<file path="src/rtl/rr_lock_arbiter.sv">
// rr_lock_arbiter -- round-robin arbiter with lock (hold) semantics.
//
// A requester that wins keeps the grant for as long as it keeps its request
// bit high. When the owner releases, the next owner is picked on the same
// edge (no bubble), searching from the round-robin pointer with wrap-around.
// The pointer moves only when a new grant is issued.
//
// Optional feature (compile-time macro RR_ARB_TIMEOUT_EN):
//   An 8-bit hold counter limits an owner to MAX_HOLD consecutive cycles
//   when someone else is waiting. Preemption re-arbitrates with the owner
//   masked out. With no other requester the owner keeps the grant and the
//   counter restarts. Without the macro MAX_HOLD has no effect.
//
// Parameters:
//   AGENTS    number of requesters (2..32)
//   MAX_HOLD  hold limit in cycles (1..255), timeout build only
// Ports:
//   clock     rising-edge clock
//   reset     asynchronous active-low reset
//   r         request vector, one bit per agent
//   g         registered grant vector, one-hot or zero
//   grant_id  index of the granted agent, 0 when idle
//   busy      high exactly when g is non-zero

// Per-agent qualification: a request is eligible unless this agent is the
// current owner and is being preempted.
module rr_lock_arbiter_lane (
  input  logic req,
  input  logic own,
  input  logic excl,
  output logic elig
);
  assign elig = req & ~(own & excl);
endmodule

module rr_lock_arbiter #(
  parameter int AGENTS   = 8,
  parameter int MAX_HOLD = 4
) (
  input  logic                      clock,
  input  logic                      reset,
  input  logic [AGENTS-1:0]         r,
  output logic [AGENTS-1:0]         g,
  output logic [$clog2(AGENTS)-1:0] grant_id,
  output logic                      busy
);
  localparam int IW = $clog2(AGENTS);

  localparam logic [0:0] IDLE  = 1'b0;
  localparam logic [0:0] OWNED = 1'b1;

  logic [0:0]        state;
  logic [IW-1:0]     ptr;
  logic              owner_req;
  logic              others;
  logic              excl;
  logic              do_arb;
  logic              found;
  logic [IW-1:0]     winner;
  logic [AGENTS-1:0] elig;

  assign owner_req = r[grant_id];
  assign others    = |(r & ~g);
  assign busy      = |g;

`ifdef RR_ARB_TIMEOUT_EN
  logic [7:0] hold_cnt;
  logic       expire;

  // hold_cnt is 0 during the first owned cycle, so the limit is reached
  // when it shows MAX_HOLD-1 at an edge.
  assign expire = (hold_cnt >= 8'(MAX_HOLD - 1));
  assign excl   = (state == OWNED) & owner_req & expire & others;
`else
  logic unused_max_hold;
  assign unused_max_hold = ^8'(MAX_HOLD);
  assign excl            = 1'b0;
`endif

  for (genvar i = 0; i < AGENTS; i++) begin : g_lane
    rr_lock_arbiter_lane u_lane (
      .req  (r[i]),
      .own  (g[i]),
      .excl (excl),
      .elig (elig[i])
    );
  end

  // Arbitrate when idle, when the owner has released, or on preemption.
  assign do_arb = (state == IDLE) | ~owner_req | excl;

  // First eligible agent at or after ptr, wrapping at AGENTS.
  always_comb begin
    int idx;
    found  = 1'b0;
    winner = '0;
    idx    = 0;
    for (int k = 0; k < AGENTS; k++) begin
      idx = int'(ptr) + k;
      if (idx >= AGENTS) idx = idx - AGENTS;
      if (!found && elig[idx]) begin
        found  = 1'b1;
        winner = IW'(idx);
      end
    end
  end

  always_ff @(posedge clock or negedge reset) begin
    if (!reset) begin
      state    <= IDLE;
      ptr      <= '0;
      g        <= '0;
      grant_id <= '0;
`ifdef RR_ARB_TIMEOUT_EN
      hold_cnt <= '0;
`endif
    end else if (do_arb && found) begin
      state    <= OWNED;
      g        <= AGENTS'(1) << winner;
      grant_id <= winner;
      ptr      <= (winner == IW'(AGENTS - 1)) ? '0 : winner + 1'b1;
`ifdef RR_ARB_TIMEOUT_EN
      hold_cnt <= '0;
`endif
    end else if (state == OWNED && !owner_req) begin
      // owner released and nobody else is asking
      state    <= IDLE;
      g        <= '0;
      grant_id <= '0;
`ifdef RR_ARB_TIMEOUT_EN
      hold_cnt <= '0;
`endif
    end
`ifdef RR_ARB_TIMEOUT_EN
    else if (state == OWNED) begin
      // limit reached with nobody waiting: owner keeps it, window restarts
      hold_cnt <= expire ? 8'd0 : hold_cnt + 8'd1;
    end
`endif
  end

endmodule
</file>
<file path="config.mk">
export PLATFORM = sky130hd
export DESIGN_NAME = rr_lock_arbiter
export DESIGN_NICKNAME = d
export VERILOG_FILES = /design/src/rtl/rr_lock_arbiter.sv
export SDC_FILE = /design/constraint.sdc
export NUM_CORES = 1
export LEC_CHECK = 0
export ABC_AREA = 0
export ABC_CLOCK_PERIOD_IN_PS = 4740
export CAP_MARGIN = 20
export CORE_ASPECT_RATIO = 0.8
export CORE_MARGIN = 3
export CORE_UTILIZATION = 55
export DETAILED_ROUTE_END_ITERATION = 12
export GPL_TIMING_DRIVEN = 1
export HOLD_SLACK_MARGIN = 0.1
export PLACE_DENSITY = 0.8
export SLEW_MARGIN = 30
export SYNTH_ARGS = -nofsm -noshare
export SYNTH_HDL_FRONTEND = slang
export SYNTH_SLANG_ARGS = --single-unit
</file>
<file path="constraint.sdc">
create_clock -name clock -period 4.74 [get_ports clock]
set_input_delay 0.711 -clock clock [delete_from_list [all_inputs] [get_ports clock]]
set_output_delay 0.711 -clock clock [all_outputs]
set_load 0.02 [all_outputs]
</file>
==> reports/qor.yml, run 1 <==
drtIter0Drc: 208
path_common_cell: "ha_1"
utilization: 0.662
path_cells: "inv_2, ha_1, mux4_2, mux2i_2, and2_4, nor3b_1, o21ai_0, a22o_1, o21ai_0, ha_1, ha_1, mux2_1"
root_buffer: "clkbuf_8"
grt-ovfl-total: 0
outcome: "completed"
core_sq_um: 3240
cts_max_path_buffers: 2
synth-seq-cells: 15
initial_core_util: 0.603
cts_resized: 0
worstMarginPinSlew_ps: 720
wl_per_cell_microns: 20.2
period_share: 0.897
grtUsageTotal: 0.235
wl_microns: 4760
numCtsBuffers: 3
drtAntennaViolNets: 0
final_cell_mix: "clkdlybuf4s50_1, mux4_2, mux2i_1, dfrtp_1, nand2_1"
max_stage_delay_ps: 720
dp_cells: 231
hold_violations: 0
cts_setup_buffers: 0
grt_pass1_wl_microns: 7720
finalWorstSetupSlack_ps: 487
min_period_ps: 4250
rsz0062_at_grt: "false"
rr_endpoint: "ptr[2]$_DFFE_PN0P_"
dp_hpwl_microns: 3550
syn_to_final_growth_pct: 9.85
tns_ps: 0
fmax_mhz: 235
whs_path_depth: 2
route.vias.total: 1634
ys_seq_area_frac: 0.192
whs_endpoint: "g[5]$_DFFE_PN0P_"
place_congestion: 0.958
slowest_stage: "ha_1"
io_buffers: 21
synthFlopType: "dfrtp_1"
drv_slew: 0
rr_worst_depth: 12
hold_path.class: "reg -> reg"
cts-htree-levels: 1
maxSlewHeadroom: 0.518
maxCapViolCount: 0
cp.arrival_ps: 4390
drc: 0
row_count: 18
diodes: 0
syn_avg_cell_area_sq_um: 10.5
required_ps: 4870
die_area_sq_um: 4310
boundaryPins: 22
async_flop_share: 1.00
postCtsHoldBufs: 0
die_w_microns: 72.7
drive_above_1_share: 0.256
antenna_found_initial: 0
finClkSkew_ps: 0.928
first_global_vias: 1472
cp-end-kind: "register"
ys_types: 58
synth-edff-count: 0
final_common_cell: "clkdlybuf4s50_1"
post-place-ws_ps: 517
cts.sinks: 15
clock_latency_ps: 250
viasPerCell: 6.95
r2r-start: "ptr[1]$_DFFE_PN0P_"
syn_area_sq_um: 1960
finalNetCount: 214
clk_pin_slew_ps: 60
synth_cells: 186
r2r_slack_ps: 490
critPathMaxFanout: 17
syn_nets: 204
cts_tree: "done"
grt_max_degree: 20
crit_type: "reg -> reg"
hp-start: "g[5]$_DFFE_PN0P_"
setup_violations: 0
first_pass_iters: 5
critPathLaunchType: "register"
instances_no_fill: 235
ys.warnings.count: 0
chipHeight_microns: 59.3
[cell type report]
cell class,instances,area (sq um)
repair buffers,25,240
clock buffers,3,41.3
flip-flops and latches,15,375
multi-input cells,140,1400
well taps,40,50.0
inverters,11,41.3
fillers,249,1090
clock inverters,1,5.00
[logic make-up (layout without fill, tap and decap cells)]
group,Yosys count,in the layout,share of synthesized area
simple gates,43,43,0.131
buf+inv,31,40,0.0947
compound gates,45,45,0.184
flops,15,15,0.192
xor+xnor,2,2,0.0128
fa+ha+maj,8,8,0.0512
mux,42,42,0.335
[layer usage]
| layer | wire length [microns] | global-route usage |
|---|---|---|
| met1 | 2120 | 0.338 |
| met2 | 2070 | 0.343 |
| met3 | 501 | 0.0847 |
| met4 | 63 | 0.0447 |
| met5 | 0 | 0 |
[critical path, delay by kind of cell (launching register included)]
kind                     cells  cell delay, ps
flip-flops                   1             620
multiplexers                 3            1270
AO/OA/AOI/OAI                3             550
AND/OR/NAND/NOR              2             280
adder cells (fa/ha/maj)      3            1240
buffers and inverters        1             180
[sequential cells by signal, summed over array words and instances (netlist names)]
| register | count |
|---|---|
| state | 1 |
| grant_id | 3 |
| ptr | 3 |
| g | 8 |
[synthesized netlist by cell type (all sizes together), types with 2 or more instances]
cell,number,share of area
a211oi,2,0.017
a21oi,8,0.020
a22o,3,0.013
a32o,4,0.021
and2,2,0.0090
and3,3,0.012
buf,16,0.065
clkbuf,4,0.0083
dfrtp,15,0.19
ha,8,0.051
inv,11,0.021
mux2,8,0.048
mux2i,19,0.11
mux4,15,0.17
nand2,13,0.025
nand2b,3,0.0096
nand3,8,0.029
nor2,4,0.0077
nor4,2,0.0064
o211ai,2,0.0077
o21a,2,0.0077
o21ai,9,0.025
o22ai,2,0.0064
o31ai,4,0.015
or2,2,0.0077
xor2,2,0.013
[metrics by stage]
| step | hold WS (ps) | area, sq um |
|---|---|---|
| floorplan | 415 | 1960 |
| global placement | 489 | 2100 |
| detailed placement | 502 | 2100 |
| CTS | 516 | 2150 |
| global route | 535 | 2150 |
| finish | 505 | 2150 |
[worst max-delay path by stage]
stage | start | to | slack, ps
floorplan | ptr[0]$_DFFE_PN0P_ | ptr[2]$_DFFE_PN0P_ | 1310
global placement | ptr[1]$_DFFE_PN0P_ | ptr[2]$_DFFE_PN0P_ | 690
detailed placement | ptr[1]$_DFFE_PN0P_ | ptr[2]$_DFFE_PN0P_ | 520
CTS | ptr[1]$_DFFE_PN0P_ | ptr[2]$_DFFE_PN0P_ | 520
global route | ptr[1]$_DFFE_PN0P_ | ptr[2]$_DFFE_PN0P_ | 210
finish | ptr[1]$_DFFE_PN0P_ | ptr[2]$_DFFE_PN0P_ | 490
Power of run 1 is not shown: default switching activity piles up to over one toggle a cycle in this logic, so the estimate is an artifact.
==> inputs of run 2 (changes only) <==
--- a/config.mk
+++ b/config.mk
@@ -6,11 +6,12 @@
 export NUM_CORES = 1
 export LEC_CHECK = 0
 export ABC_AREA = 0
-export ABC_CLOCK_PERIOD_IN_PS = 4740
+export ABC_CLOCK_PERIOD_IN_PS = 4950
 export CAP_MARGIN = 20
 export CORE_ASPECT_RATIO = 0.8
 export CORE_MARGIN = 3
 export CORE_UTILIZATION = 55
+export CTS_CLUSTER_DIAMETER = 200
 export DETAILED_ROUTE_END_ITERATION = 12
 export GPL_TIMING_DRIVEN = 1
 export HOLD_SLACK_MARGIN = 0.1
==> constraint.sdc (replaced) <==
create_clock -name clock -period 4.95 [get_ports clock]
set_input_delay 0.7425 -clock clock [delete_from_list [all_inputs] [get_ports clock]]
set_output_delay 0.7425 -clock clock [all_outputs]
set_load 0.01 [all_outputs]
==> reports/qor.yml, run 2 (same netlist as run 1, synthesis figures left out) <==
r2r-start: "ptr[1]$_DFFE_PN0P_"
die_area_sq_um: 4310  # unchanged
r2r_slack_ps: 480  # about the same
outcome: "completed"
finClkSkew_ps: 1.64  # +0.707 ps
drc: 0  # unchanged
syn_to_final_growth_pct: 9.09
cts_tree: "done"
first_pass_iters: 4  # -1
initial_core_util: 0.603  # unchanged
postCtsHoldBufs: 0  # unchanged
drtAntennaViolNets: 0  # unchanged
worstMarginPinSlew_ps: 664  # -55.9 ps
clock_latency_ps: 250  # about the same
route.vias.total: 1630  # -0.24%
maxCapViolCount: 0  # unchanged
use_met2: 0.352  # +0.00900
numCtsBuffers: 3  # unchanged
place_congestion: 0.979  # +2.1%
wl_microns: 4850  # +2.0%
first_global_vias: 1557  # +5.8%
row_count: 18  # unchanged
io_buffers: 21  # unchanged
whs_endpoint: "g[5]$_DFFE_PN0P_"
hp-start: "g[5]$_DFFE_PN0P_"
hold_path.class: "reg -> reg"
drtIter0Drc: 238  # +14%
cts_max_path_buffers: 2  # unchanged
grt-ovfl-total: 0  # unchanged
dp_hpwl_microns: 3580  # +0.67%
cts_resized: 0  # unchanged
core_sq_um: 3240  # unchanged
clk_pin_slew_ps: 60  # about the same
cts-htree-levels: 1  # unchanged
rsz0062_at_grt: "false"
boundaryPins: 22  # unchanged
fmax_mhz: 224  # -4.8%
critPathMaxFanout: 17  # unchanged
rr_worst_depth: 12  # unchanged
grt_max_degree: 18  # -10%
rr_endpoint: "ptr[2]$_DFFE_PN0P_"
required_ps: 5080  # +210 ps
grt_pass1_wl_microns: 7950  # +2.9%
drv_slew: 0  # unchanged
viasPerCell: 7.00  # +0.61%
min_period_ps: 4470  # +217 ps
die_w_microns: 72.7  # unchanged
diodes: 0  # unchanged
nFillCells: 260  # +4.4%
largest_register_ffs: 8  # unchanged
finalNetCount: 212  # -0.93%
cp-end-kind: "register"
grt_use_met3: 0.0610  # -0.0237
whs_path_depth: 2  # unchanged
busiest_layer: "met1"
cts.sinks: 15  # unchanged
regMostFlops: "g"
whs_ps: 515  # +9.37 ps
grtUsageMet1: 0.361  # +0.0223
chipHeight_microns: 59.3  # unchanged
root_buffer: "clkbuf_8"
final_cell_mix: "clkdlybuf4s50_1, mux4_2, mux2i_1, dfrtp_1, nand2_1"
reg_top3: "g: 8 flops, grant_id: 3 flops, ptr: 3 flops"
maxSlewHeadroom: 0.556  # +0.0374
period_share: 0.903  # +0.00568
crit_type: "reg -> reg"
tns_ps: 0  # unchanged
cts_setup_buffers: 0  # unchanged
wl_per_cell_microns: 20.8  # +2.8%
regArea_sq_um: 375  # unchanged
cp.arrival_ps: 4600  # +210 ps
final_common_cell: "clkdlybuf4s50_1"
drive_above_1_share: 0.249  # -0.00771
antenna_found_initial: 0  # unchanged
setup_violations: 0  # unchanged
critPathLaunchType: "register"
multi_input_area_sq_um: 1400  # unchanged
hold_violations: 0  # unchanged
grtUsageTotal: 0.240  # +0.00525
run 2: layer usage:
metal	share of wire	wire (microns)	up-vias
li1	-	-	717
met1	0.46	2220	819
met2	0.45	2160	84
met3	0.089	433	10
met4	0.0074	36	0
met5	0	0	-
run 2: cell type report:
class | instances | share of cell area
Tap cell | 40 | 0.0235
Sequential cell | 15 | 0.176
Clock inverter | 1 | 0.00235
Inverter | 11 | 0.0194
Multi-Input combinational cell | 140 | 0.654
Timing Repair Buffer | 23 | 0.106
Clock buffer | 3 | 0.0194
run 2: worst max-delay path by stage:
stage | from | endpoint | slack (ps) | cells after the start
3_3_place_gp | ptr[1]$_DFFE_PN0P_ | ptr[2]$_DFFE_PN0P_ | 720 | 12
6_report | ptr[1]$_DFFE_PN0P_ | ptr[2]$_DFFE_PN0P_ | 480 | 12
5_1_grt | ptr[1]$_DFFE_PN0P_ | ptr[2]$_DFFE_PN0P_ | 150 | 12
3_5_place_dp | ptr[1]$_DFFE_PN0P_ | ptr[2]$_DFFE_PN0P_ | 550 | 12
2_1_floorplan | ptr[0]$_DFFE_PN0P_ | ptr[2]$_DFFE_PN0P_ | 1520 | 13
4_1_cts | ptr[1]$_DFFE_PN0P_ | ptr[2]$_DFFE_PN0P_ | 510 | 12
run 2: critical path: stages (launching register included):
cell	delay [ps]
dfrtp_1	690
inv_2	210
ha_1	750
mux4_2	660
mux2i_2	390
and2_4	240
nor3b_1	50
o21ai_0	220
a22o_1	200
o21ai_0	120
ha_1	250
ha_1	280
mux2_1	280
run 2: per-stage QoR:
stage / instance area, sq um / utilization / std cells / setup WS (ps)
6_report: 2130 / 0.658 / 233 / 480
5_1_grt: 2130 / 0.658 / 233 / 153
4_1_cts: 2130 / 0.658 / 233 / 508
3_5_place_dp: 2090 / 0.644 / 229 / 551
3_3_place_gp: 2090 / 0.644 / 229 / 718
2_1_floorplan: 1960 / - / 186 / 1520
Power of run 2 is left out for the same reason.
==> inputs of run 3 (changes only) <==
--- a/config.mk
+++ b/config.mk
@@ -10,12 +10,12 @@
 export CAP_MARGIN = 20
 export CORE_ASPECT_RATIO = 0.8
 export CORE_MARGIN = 3
-export CORE_UTILIZATION = 55
+export CORE_UTILIZATION = 45
 export CTS_CLUSTER_DIAMETER = 200
 export DETAILED_ROUTE_END_ITERATION = 12
 export GPL_TIMING_DRIVEN = 1
 export HOLD_SLACK_MARGIN = 0.1
-export PLACE_DENSITY = 0.8
+export PLACE_DENSITY = 0.68
 export SLEW_MARGIN = 30
 export SYNTH_ARGS = -nofsm -noshare
 export SYNTH_HDL_FRONTEND = slang
==> reports/qor.yml, run 3 (same netlist as run 1, synthesis figures left out) <==
syn_to_final_growth_pct: 10.0
required_ps: 5080  # about the same
first_pass_iters: 5  # +1
utilization: 0.541  # -0.117
cts.sinks: 15  # unchanged
cts-htree-levels: 1  # unchanged
antenna_found_initial: 0  # unchanged
rsz0062_at_grt: "false"
cts_setup_buffers: 0  # unchanged
postCtsHoldBufs: 0  # unchanged
reg_top3: "g: 8 flops, grant_id: 3 flops, ptr: 3 flops"
die_w_microns: 79.7  # +9.7%
finalWorstSetupSlack_ps: 525  # +45.1 ps
cp-startpoint: "ptr[1]$_DFFE_PN0P_"
maxCapViolCount: 0  # unchanged
grt-ovfl-total: 0  # unchanged
hold_violations: 0  # unchanged
drtAntennaViolNets: 0  # unchanged
diodes: 0  # unchanged
grtUsageTotal: 0.187  # -0.0536
tns_ps: 0  # unchanged
place_congestion: 0.899  # -8.2%
period_share: 0.894  # -0.00910
cts_max_path_buffers: 2  # unchanged
min_period_ps: 4420  # -45.1 ps
hp-start: "g[5]$_DFFE_PN0P_"
crit_type: "reg -> reg"
io_buffers: 21  # unchanged
critical-path-top-delay-family: "multiplexers"
nFillCells: 336  # +29%
chipHeight_microns: 65.0  # +9.5%
maxSlewHeadroom: 0.542  # -0.0140
largest_register_ffs: 8  # unchanged
critPathLaunchType: "register"
regMostFlops: "g"
drive_above_1_share: 0.249  # unchanged
cts_resized: 0  # unchanged
cp.buffers_inverters: 1  # unchanged
worstMarginPinSlew_ps: 685  # +20.9 ps
first_global_vias: 1438  # -7.6%
outcome: "completed"
final_common_cell: "clkdlybuf4s50_1"
drtIter0Drc: 198  # -17%
dp_hpwl_microns: 3430  # -4.3%
max_stage_delay_ps: 740  # about the same
grt_pass1_wl_microns: 7520  # -5.4%
post-place-ws_ps: 584  # +33.0 ps
cp.arrival_ps: 4550  # -50 ps
cts_tree: "done"
final_cell_mix: "clkdlybuf4s50_1, mux4_2, mux2i_1, dfrtp_1, nand2_1"
root_buffer: "clkbuf_8"
drc: 0  # unchanged
fmax_mhz: 226  # +1.0%
core_sq_um: 3980  # +23%
finalNetCount: 212  # unchanged
drv_slew: 0  # unchanged
initial_core_util: 0.492  # -0.111
r2r_slack_ps: 530  # +50 ps
path_common_cell: "ha_1"
boundaryPins: 22  # unchanged
wl_per_cell_microns: 18.5  # -11%
critPathMaxFanout: 17  # unchanged
grt_max_degree: 18  # unchanged
row_count: 20  # +2
clock_latency_ps: 250  # about the same
r2r-start: "ptr[1]$_DFFE_PN0P_"
die_area_sq_um: 5180  # +20%
wl_microns: 4600  # -5.2%
setup_violations: 0  # unchanged
whs_ps: 512  # -2.89 ps
route.vias.total: 1608  # -1.3%
slowest_stage: "ha_1"
viasPerCell: 6.48  # -7.3%
hold_path.class: "reg -> reg"
cp-end-kind: "register"
finClkSkew_ps: 1.57  # -0.0621 ps
path_cells: "inv_2, ha_1, mux4_2, mux2i_2, and2_4, nor3b_1, o21ai_0, a22o_1, o21ai_0, ha_1, ha_1, mux2_1"
clk_pin_slew_ps: 60  # about the same
numCtsBuffers: 3  # unchanged
## run 3: cell counts in the layout (fill, tap and decap cells not counted)
No cell type changed its count.
## run 3: per-stage QoR
step	instance area, sq um	cells
6_report	2150	248
3_5_place_dp	2110	244
5_1_grt	2150	248
3_3_place_gp	2110	244
2_1_floorplan	1960	186
4_1_cts	2150	248
## run 3: routing by layer
| layer | vias to the layer above | share of wire | track usage |
|---|---|---|---|
| li1 | 722 | - | - |
| met1 | 783 | 0.46 | 0.289 |
| met2 | 99 | 0.43 | 0.267 |
| met3 | 4 | 0.11 | 0.0486 |
| met4 | 0 | 0.0037 | 0.0193 |
| met5 | - | 0 | 0 |
## run 3: cell type report
type	instances	area, sq um	area share
repair buffers	23	225	0.105
flip-flops and latches	15	375	0.174
well taps	55	68.8	0.0320
clock inverters	1	5.00	0.00233
clock buffers	3	41.3	0.0192
multi-input cells	140	1400	0.648
inverters	11	41.3	0.0192
## run 3: worst min-delay path, stage by stage (launching register included)
cell	delay (ps)
dfrtp_1	370
nand2_1	60
o31ai_1	60
## run 3: worst paths after layout
check,end,cells past startpoint
min in group asynchronous,ptr[1]$_DFFE_PN0P_,1
hold / removal,g[5]$_DFFE_PN0P_,2
setup reg to reg,ptr[2]$_DFFE_PN0P_,12
setup / recovery,ptr[2]$_DFFE_PN0P_,12
hold reg to reg,g[5]$_DFFE_PN0P_,2
max in group asynchronous,grant_id[2]$_DFFE_PN0P_,1
Power of run 3 is left out for the same reason.
